==> src/rtl/stopwatch_100hz_pkg.sv <==
`default_nettype none
// ============================================================================
//  Module   : stopwatch_100hz_pkg
//  Brief    : Shared types and helpers for the 100 Hz stopwatch and its
//             7-segment scan driver (FSM state encoding, BCD->segment table).
//  Revision : 1.0  initial release
// ============================================================================
package stopwatch_100hz_pkg;

  // Stopwatch control states, explicit 2-bit encoding
  typedef enum logic [1:0] {
    ST_IDLE  = 2'd0,
    ST_RUN   = 2'd1,
    ST_PAUSE = 2'd2,
    ST_LAP   = 2'd3
  } sw_state_e;

  // All cathodes off (active-low)
  localparam logic [6:0] C_SEG_BLANK = 7'h7F;

  // Active-low BCD -> {g,f,e,d,c,b,a}; non-decimal codes show blank
  function automatic logic [6:0] bcd_to_seg(input logic [3:0] digit);
    logic [6:0] pattern;
    case (digit)
      4'd0:    pattern = 7'h40;
      4'd1:    pattern = 7'h79;
      4'd2:    pattern = 7'h24;
      4'd3:    pattern = 7'h30;
      4'd4:    pattern = 7'h19;
      4'd5:    pattern = 7'h12;
      4'd6:    pattern = 7'h02;
      4'd7:    pattern = 7'h78;
      4'd8:    pattern = 7'h00;
      4'd9:    pattern = 7'h10;
      default: pattern = C_SEG_BLANK;
    endcase
    return pattern;
  endfunction

endpackage
`default_nettype wire

==> src/rtl/stopwatch_100hz_seg_scan.sv <==
`default_nettype none
// ============================================================================
//  Module   : seg_scan
//  Brief    : Time-multiplexed driver for a 4-digit common-anode 7-segment
//             display. Free-running scan counter, digit mux, decoder and
//             registered an/seg/dp so digit changes are glitch-free.
//  Revision : 1.0  initial release
// ============================================================================
module seg_scan
  import stopwatch_100hz_pkg::*;
#(
  parameter int SCAN_BITS = 18
) (
  input  logic        clk,
  input  logic        reset,
  input  logic [15:0] digits,
  output logic [3:0]  an,
  output logic [6:0]  seg,
  output logic        dp
);

  logic [SCAN_BITS-1:0] scan_cnt_q;
  logic [1:0]           w_sel;
  logic [3:0]           an_d;
  logic [3:0]           digit_d;
  logic                 dp_d;
  logic [3:0]           an_q;
  logic [6:0]           seg_q;
  logic                 dp_q;

  assign w_sel = scan_cnt_q[SCAN_BITS-1 -: 2];

  // Free-running scan counter; top two bits pick the active digit
  always_ff @(posedge clk or posedge reset) begin
    if (reset) begin
      scan_cnt_q <= '0;
    end else begin
      scan_cnt_q <= scan_cnt_q + 1'b1;
    end
  end

  // Select anode, digit nibble and decimal point for the current slot
  always_comb begin
    an_d    = 4'b1111;
    digit_d = 4'd0;
    dp_d    = 1'b1;
    case (w_sel)
      2'd0: begin an_d = 4'b1110; digit_d = digits[3:0];                end
      2'd1: begin an_d = 4'b1101; digit_d = digits[7:4];                end
      2'd2: begin an_d = 4'b1011; digit_d = digits[11:8]; dp_d = 1'b0;  end
      2'd3: begin an_d = 4'b0111; digit_d = digits[15:12];              end
      default: begin an_d = 4'b1111; digit_d = 4'd0; dp_d = 1'b1;       end
    endcase
  end

  // Register display outputs together so anode and cathodes switch in step
  always_ff @(posedge clk or posedge reset) begin
    if (reset) begin
      an_q  <= 4'b1111;
      seg_q <= C_SEG_BLANK;
      dp_q  <= 1'b1;
    end else begin
      an_q  <= an_d;
      seg_q <= bcd_to_seg(digit_d);
      dp_q  <= dp_d;
    end
  end

  assign an  = an_q;
  assign seg = seg_q;
  assign dp  = dp_q;

endmodule
`default_nettype wire

==> src/rtl/stopwatch_100hz.sv <==
`default_nettype none
// ============================================================================
//  Module   : stopwatch_100hz
//  Brief    : 4-digit BCD stopwatch (SS.cc) advanced by rising edges of a
//             100 Hz data signal. Start/stop and lap/clear buttons drive a
//             4-state FSM; a lap latch freezes the display while counting
//             continues. Display driven through seg_scan.
//  Revision : 1.0  initial release
// ============================================================================
module stopwatch_100hz
  import stopwatch_100hz_pkg::*;
#(
  parameter int         SCAN_BITS  = 18,
  parameter logic [3:0] MAX_TENS_S = 4'd9
) (
  input  logic        clk,
  input  logic        reset,
  input  logic        slow_clk100,
  input  logic        btn_start,
  input  logic        btn_lap,
  output logic [15:0] bcd,
  output logic [3:0]  an,
  output logic [6:0]  seg,
  output logic        dp,
  output logic        running,
  output logic        wrap
);

  // Edge detection / synchronisation
  logic       slow_q;
  logic       slow_dly_q;
  logic [2:0] start_sync_q;
  logic [2:0] lap_sync_q;
  logic       w_tick;
  logic       w_start_p;
  logic       w_lap_p;

  // Control and datapath state
  sw_state_e   state_q;
  logic        running_q;
  logic [15:0] count_q;
  logic [15:0] lap_q;
  logic        wrap_q;

  // Datapath next-state helpers
  logic [15:0] count_inc_d;
  logic        wrap_inc_d;
  logic        w_inc_en;
  logic        w_clear;
  logic        w_capture;
  logic [15:0] w_disp;

  assign w_tick    = slow_q & ~slow_dly_q;
  assign w_start_p = start_sync_q[1] & ~start_sync_q[2];
  assign w_lap_p   = lap_sync_q[1]   & ~lap_sync_q[2];

  // Sample the 100 Hz wave and the two buttons; older stage feeds the edge detect
  always_ff @(posedge clk or posedge reset) begin
    if (reset) begin
      slow_q       <= 1'b0;
      slow_dly_q   <= 1'b0;
      start_sync_q <= 3'b000;
      lap_sync_q   <= 3'b000;
    end else begin
      slow_q       <= slow_clk100;
      slow_dly_q   <= slow_q;
      start_sync_q <= {start_sync_q[1:0], btn_start};
      lap_sync_q   <= {lap_sync_q[1:0], btn_lap};
    end
  end

  // Control FSM: start has priority over lap when both pulse together
  always_ff @(posedge clk or posedge reset) begin
    if (reset) begin
      state_q   <= ST_IDLE;
      running_q <= 1'b0;
    end else begin
      case (state_q)
        ST_IDLE: begin
          if (w_start_p) begin
            state_q   <= ST_RUN;
            running_q <= 1'b1;
          end
        end
        ST_RUN: begin
          if (w_start_p) begin
            state_q   <= ST_PAUSE;
            running_q <= 1'b0;
          end else if (w_lap_p) begin
            state_q   <= ST_LAP;
            running_q <= 1'b1;
          end
        end
        ST_LAP: begin
          if (w_start_p) begin
            state_q   <= ST_PAUSE;
            running_q <= 1'b0;
          end else if (w_lap_p) begin
            state_q   <= ST_RUN;
            running_q <= 1'b1;
          end
        end
        ST_PAUSE: begin
          if (w_start_p) begin
            state_q   <= ST_RUN;
            running_q <= 1'b1;
          end else if (w_lap_p) begin
            state_q   <= ST_IDLE;
            running_q <= 1'b0;
          end
        end
        default: begin
          state_q   <= ST_IDLE;
          running_q <= 1'b0;
        end
      endcase
    end
  end

  // Ripple BCD increment; ">=" keeps a corrupted digit from ever exceeding 9
  always_comb begin
    count_inc_d = count_q;
    wrap_inc_d  = 1'b0;
    if (count_q[3:0] < 4'd9) begin
      count_inc_d[3:0] = count_q[3:0] + 4'd1;
    end else begin
      count_inc_d[3:0] = 4'd0;
      if (count_q[7:4] < 4'd9) begin
        count_inc_d[7:4] = count_q[7:4] + 4'd1;
      end else begin
        count_inc_d[7:4] = 4'd0;
        if (count_q[11:8] < 4'd9) begin
          count_inc_d[11:8] = count_q[11:8] + 4'd1;
        end else begin
          count_inc_d[11:8] = 4'd0;
          if (count_q[15:12] < MAX_TENS_S) begin
            count_inc_d[15:12] = count_q[15:12] + 4'd1;
          end else begin
            count_inc_d[15:12] = 4'd0;
            wrap_inc_d         = 1'b1;
          end
        end
      end
    end
  end

  // Datapath controls decode from the current (pre-transition) state
  assign w_inc_en  = w_tick & ((state_q == ST_RUN) | (state_q == ST_LAP));
  assign w_clear   = (state_q == ST_PAUSE) & w_lap_p & ~w_start_p;
  assign w_capture = (state_q == ST_RUN)   & w_lap_p & ~w_start_p;

  // Live count, lap latch and wrap pulse
  always_ff @(posedge clk or posedge reset) begin
    if (reset) begin
      count_q <= 16'h0000;
      lap_q   <= 16'h0000;
      wrap_q  <= 1'b0;
    end else begin
      wrap_q <= 1'b0;
      if (w_clear) begin
        count_q <= 16'h0000;
        lap_q   <= 16'h0000;
      end else begin
        if (w_inc_en) begin
          count_q <= count_inc_d;
          wrap_q  <= wrap_inc_d;
        end
        if (w_capture) begin
          lap_q <= count_q;
        end
      end
    end
  end

  assign w_disp = (state_q == ST_LAP) ? lap_q : count_q;

  seg_scan #(
    .SCAN_BITS (SCAN_BITS)
  ) u_seg_scan (
    .clk    (clk),
    .reset  (reset),
    .digits (w_disp),
    .an     (an),
    .seg    (seg),
    .dp     (dp)
  );

  assign bcd     = count_q;
  assign running = running_q;
  assign wrap    = wrap_q;

endmodule
`default_nettype wire

==> config.mk <==
export PLATFORM = sky130hd
export DESIGN_NAME = stopwatch_100hz
export DESIGN_NICKNAME = d
export VERILOG_FILES = /design/src/rtl/stopwatch_100hz_pkg.sv /design/src/rtl/stopwatch_100hz_seg_scan.sv /design/src/rtl/stopwatch_100hz.sv
export SDC_FILE = /design/constraint.sdc
export NUM_CORES = 1
export LEC_CHECK = 0
export ABC_AREA = 1
export BUFFER_PORTS_ARGS = -buffer_cell sky130_fd_sc_hd__buf_2
export CAP_MARGIN = 20
export CORE_ASPECT_RATIO = 2
export CORE_MARGIN = 3
export CORE_UTILIZATION = 45
export CTS_CLUSTER_SIZE = 25
export DETAILED_ROUTE_END_ITERATION = 8
export SYNTH_ARGS = -nofsm -noshare
export SYNTH_HDL_FRONTEND = slang
export SYNTH_SLANG_ARGS = --single-unit
==> constraint.sdc <==
create_clock -name clk -period 2.6 [get_ports clk]
set_input_delay 0.52 -clock clk [delete_from_list [all_inputs] [get_ports clk]]
set_output_delay 0.52 -clock clk [all_outputs]
set_load 0.01 [all_outputs]
## Word-level counts from Yosys, hierarchy flattened

Memory sizes are Yosys's and may differ from the RTL's. A register that Yosys moved wholly into a read port is not among the register bits.
Cells that the tools add are included.

| word-level totals | value |
|---|---|
| output and inout port bits | 30 |
| register bits after elaboration | 67 |
| memories | 1 |
| bits of input ports | 5 |
| ROM bits | 112 |
| word-level logic and storage cells | 97 |

Memory list:

| name | words | bits a word | read ports | clocked after Yosys merged registers in | write ports | RTL line | text |
|---|---|---|---|---|---|---|---|
| (no name shown) | 16 | 7 | 1 | 1 | 0 | stopwatch_100hz_pkg.sv:24 | `case (digit)` |

| operators by class | value |
|---|---|
| $add $sub $neg | 5 |
| muxes and demuxes | 35 |
| magnitude comparators | 4 |
| bitwise gates (word level) | 13 |
| reductions and logical operators | 10 |
| equality and inequality tests | 14 |

Operators with widths:

| operator | number |
|---|---|
| $mux 16 | 5 |
| $pmux 4 s4 | 2 |
| $mux 4 | 5 |
| $add 18x1->18 const B | 1 |
| $add 4x1->4 const B | 4 |
| $lt 4x4->1 const B | 4 |
| $mux 2 | 7 |
| $mux 1 | 12 |
| $mux 12 | 1 |
| $ne 3x3->1 const B | 3 |
| $and 1x1->1 | 8 |
| $eq 2x2->1 const B | 4 |
| $mux 8 | 1 |
| $ne 2x2->1 const B | 4 |
| $pmux 2 s4 | 1 |
| $reduce_and 4->1 | 2 |
| $reduce_and 3->1 | 2 |
| $eq 2x1->1 const B | 2 |
| $logic_not 2->1 | 2 |
| $not 1->1 | 4 |
| $reduce_bool 2->1 | 2 |
| $ne 3x1->1 const B | 1 |
| $pmux 1 s3 | 1 |
| $reduce_and 2->1 | 1 |
| 2 further kinds | 2 |

## Longest topological paths before layout

| logic depth | value |
|---|---|
| depth after elaboration | 7 |
| gate-level depth with buffers | 15 |
| gate-level depth less buffers | 13 |

## Hierarchy

From an unflattened synthesis, not the netlist that was laid out.

| second synthesis, totals | value |
|---|---|
| cell total of the unflattened synthesis | 451 |
| area, all modules | 3719.8 µm² |

By module, submodules not included:

| module | area each (µm²) | times used | cells each |
|---|---|---|---|
| stopwatch_100hz | 2260.9 | 1 | 293 |
| seg_scan | 1458.9 | 1 | 158 |

## Worst setup path after synthesis

Ideal clock, no wire load.

| timing path | value |
|---|---|
| kind | register -> register |
| start point | register state_q[0] |
| end point | register u_seg_scan.seg_q[6], in the netlist u_seg_scan.seg[6] |
| slack | 873 ps |
| clock period less this slack | 1727 ps |
| path buffers | 3 |
| arrival time | 1643 ps |
| cell stages (with the launch flop) | 15 |
| setup time | 84 ps |
| path through | dfrtp_1 > buf_6 > nand2_2 > buf_6 > buf_8 > nand2_1 > nand3_1 > nand3_1 > nor2_4 > inv_2 > ha_1 > inv_1 > nand3_1 > nand2_1 > o21ai_2 |

| on the way | value |
|---|---|
| longest elaborated chain between the ends | 3 |

RTL lines:

| item | RTL line | text |
|---|---|---|
| from (decl) | stopwatch_100hz.sv:39 | `sw_state_e state_q;` |
| from (signal assigned) | stopwatch_100hz.sv:75 | `state_q <= ST_IDLE;` |
| from (signal assigned) | stopwatch_100hz.sv:81 | `state_q <= ST_RUN;` |
| from (signal assigned) | stopwatch_100hz.sv:87 | `state_q <= ST_PAUSE;` |
| $eq 2x2->1 | stopwatch_100hz.sv:175 | `assign w_disp = (state_q == ST_LAP) ? lap_q : count_q;` |
| $mux 16 | stopwatch_100hz.sv:175 |  |
| $pmux 4 s4 | stopwatch_100hz_seg_scan.sv:47 | `case (w_sel)` |
| to (decl) | stopwatch_100hz_seg_scan.sv:28 | `logic [6:0] seg_q;` |

Every way passes these cells.
A chain may end at the register's enable or synchronous reset.

## Final worst setup path

| timing path | value |
|---|---|
| start point | register state_q[0] |
| end point | register u_seg_scan.seg_q[3], in the netlist u_seg_scan.seg[3] |

The elaborated chain is that of the path after synthesis.

==> run summary <==
============================================================================================
Status                                                                          finished, final reports clean
Delay of the slowest cell on the worst path                                           520 ps
Sequential cell area                                                               1867 um^2
Portion of the post-synthesis area used by sequential elements                        52.55%
Cells along the critical path                                                   nand2_2 -> inv_1 -> nand2_1 -> inv_1 -> nand2_1 -> nand2_1 -> nand2_2 -> ha_1 -> nand2_1 -> nand2_1 -> nand2_1 -> nand2_1
Wire length of the first global-routing pass                                        13080 um
PostCTS Resize Cnt                                                                         0
M2 GR Usage                                                                           33.69%
Post-synthesis share of cell area spent on xor and xnor gates                         4.192%
Fraction of the cycle the final worst path needs                                      80.08%
Per-cell via count in the routed design                                                5.223
Clock skew after layout                                                             5.364 ps
Syn Inst Count                                                                           384
Number of endpoints failing setup at the final stage                                       0
Async set or reset register ratio after synthesis                                     100.0%
RSZ-0062 raised after global routing                                                   false
RD Place Congestion                                                                   0.8390
Largest cells by area after synthesis                                           dfrtp_1 (44%), dfstp_2 (8.9%), nand2_1 (7.3%), nand3_1 (7.2%), inv_1 (5.0%)
Basic-gate share of the synthesized area counting and, or, nand and nor cells         21.38%
Register bit total from synthesis                                                         74
Final HPWL DP                                                                        5765 um
Leading cell types by count after synthesis                                     nand2_1 (69), dfrtp_1 (62), nand3_1 (51)
Number of buffers created by CTS                                                           9
Total DRC errors in the routed layout                                                      0
Clk Tree Root Cell                                                                 clkbuf_16
H-tree level count                                                                         3
Number of routed nets with antenna violations                                              0
Final Critical Period                                                                2082 ps
Met1 GRT Util                                                                         21.08%
Core area                                                                          7657 um^2
Pwr/cell area                                                                   871.7 nW/um^2
Crit path kind                                                                       reg2reg
Mux share of post-synthesis cell area                                                     0%
Clk_lat worst skew                                                                    340 ps
Pins Over Slew Limit                                                                       0
Port Buffer Count                                                                         34
Area of the multi-input gates                                                      1409 um^2
Most common cell on crit path                                                        nand2_1
Proportion of layout cells with a drive suffix above 1                                22.25%
GRT Overall Usage                                                                     19.43%
Vias after detailed routing                                                             2721
Die width                                                                           68.83 um
Post-Route Hold Slack                                                               192.5 ps
Syn_area_per_cell                                                                 9.250 um^2
Syn. warnings                                                                              0
Worst setup EP type                                                                flip-flop
Final Hold Violating Endpoints                                                             0
Kind of path behind the tightest hold check                                         in2async
Standby leakage power                                                               2.055 nW
Number of buffers inserted to repair setup after CTS                                       0
CTS tree                                                                                done
Slew at the pin closest to its max-slew limit                                       462.1 ps
Sum of overflow across all layers after global routing                                     0
Worst-path maximum fanout                                                                 20
Rows                                                                                      45
Iteration-0 DRC Markers                                                                  102
Number of violations of the max-capacitance limit                                          0
Fin nets                                                                                 439
Diode count                                                                                0
Reg clk slew, reported paths                                                           60 ps
Maximum ir drop on the vdd rail                                                  0.0003979 V
Fraction of synthesized cell area taken by the top area cell type                     43.68%
Detailed-route wire length                                                           7711 um
Synth Net Count                                                                          401
Share of the synthesized area in compound gates (AO/OA/AOI/OAI)                       9.863%
Dominant combinational cell family by area after synthesis                      simple AND/OR/NAND/NOR gates
Remaining max-slew budget at the tightest pin                                         69.15%
Layer with the highest usage                                                            met2
Prevailing post-synth register cell                                                  dfrtp_1
Data required, critical path                                                         2880 ps
DIE AREA                                                                           9060 um^2
Data arrival time of the critical path                                               2360 ps
Antenna violations before repair                                                           0
Global Route met3 Usage                                                               4.363%
CTS sink cnt                                                                              74
Highest Clock Rate                                                                 480.3 MHz
End-of-flow core utilization                                                          53.64%
Cell Area, Synth                                                                   3552 um^2
Post-synth top area cell                                                             dfrtp_1
First-pass detailed-route iteration total                                                  4
Yosys cell types                                                                          35
Starting Density                                                                      46.39%
Drt wl/cell                                                                         14.80 um
Count leader, synth                                                                  nand2_1
Startpoint Class                                                                   flip-flop
Worst-case clock buffer depth                                                              2
Share of synthesized cell area in full adder, half adder and majority cells           4.227%
Filler Cell Count                                                                        758
Count of flip-flops with a built-in enable after synthesis                                 0
Setup Total Neg Slack                                                                   0 ps
Slowest cell on crit path                                                            dfrtp_1
Number of ports placed on the die boundary                                                35
Growth of design area from synthesis to finish                                        15.64%
Hold_buf cts                                                                               0
Post-layout power                                                                   3.581 mW
Vertical die dimension                                                              131.6 um
Vias in the first global route                                                          2824
Largest net degree at the start of global routing                                         55
============================================================================================
[per-stage QoR]
stage	worst slack, ps	area, um^2	instances
floorplan	218.2	3552	384
detailed placement	507.5	3802	505
finish	518.0	4108	521
global route	253.3	4108	521
global placement	555.8	3802	505
CTS	495.4	4108	521
[cell type report]
type | instances | area share (%)
clock buffers | 10 | 5.818
clock inverters | 6 | 1.614
inverters | 54 | 4.965
multi-input cells | 246 | 34.30
flip-flops and latches | 74 | 45.45
well taps | 94 | 2.863
repair buffers | 37 | 4.995
[critical path: cells and delay by family, from the launching register on]
family | cells | cell delay [ps]
buffers and inverters | 2 | 230
and+or+nand+nor | 9 | 930
DFF | 1 | 520
adders and majority gates | 1 | 340
[sequential cells by signal, summed over array words and instances, names as in the netlist]
register and cells:
bcd 16, lap_q 16, lap_sync_q 3, running 1, slow_dly_q 1, slow_q 1, start_sync_q 3, state_q 2
u_seg_scan.an 4, u_seg_scan.dp 1, u_seg_scan.scan_cnt_q 18, u_seg_scan.seg 7, wrap 1
[logic make-up (layout without fill, tap and decap cells)]
group,count (synthesis),after routing
simple gates,162,162
flops,74,74
buf+inv,64,107
compound gates,55,55
xor+xnor,17,17
fa+ha+maj,12,12
[metal layers]
layer	vias to the layer above	wire length (um)	part of all wire, %
li1	1328	-	-
met1	1336	2835	37
met2	45	4413	57
met3	12	271	3.5
met4	0	191	2.5
met5	-	0	0
[cells in the final DEF, fill, tap and decap left out, types with 11 or more instances in the layout]
cell / count
inv_1: 46
o21ai_0: 27
buf_2: 34
dfstp_2: 12
xor2_1: 11
nand3_1: 51
nor2_1: 14
nand2_1: 69
ha_1: 12
dfrtp_1: 62
[power by group]
group	internal (mW)	switching, mW	total, mW
Sequential	1.32	0.0961	1.42
Clock	0.768	0.473	1.24
Combinational	0.330	0.591	0.921
[path summary, 6_finish.rpt]
path / startpoint / to / slack [ps] / depth (start not counted)
max: state_q[0] / u_seg_scan.seg[3] / 520 / 12
min: reset / start_sync_q[0] / 190 / 2
max reg2reg: state_q[0] / u_seg_scan.seg[3] / 520 / 12
min reg2reg: start_sync_q[0] / start_sync_q[1] / 350 / 0
max in group asynchronous: reset / u_seg_scan.dp / 1720 / 3
min in group clk: btn_lap / lap_sync_q[0] / 290 / 1
Note: power is estimated with default switching activity, not from simulation.
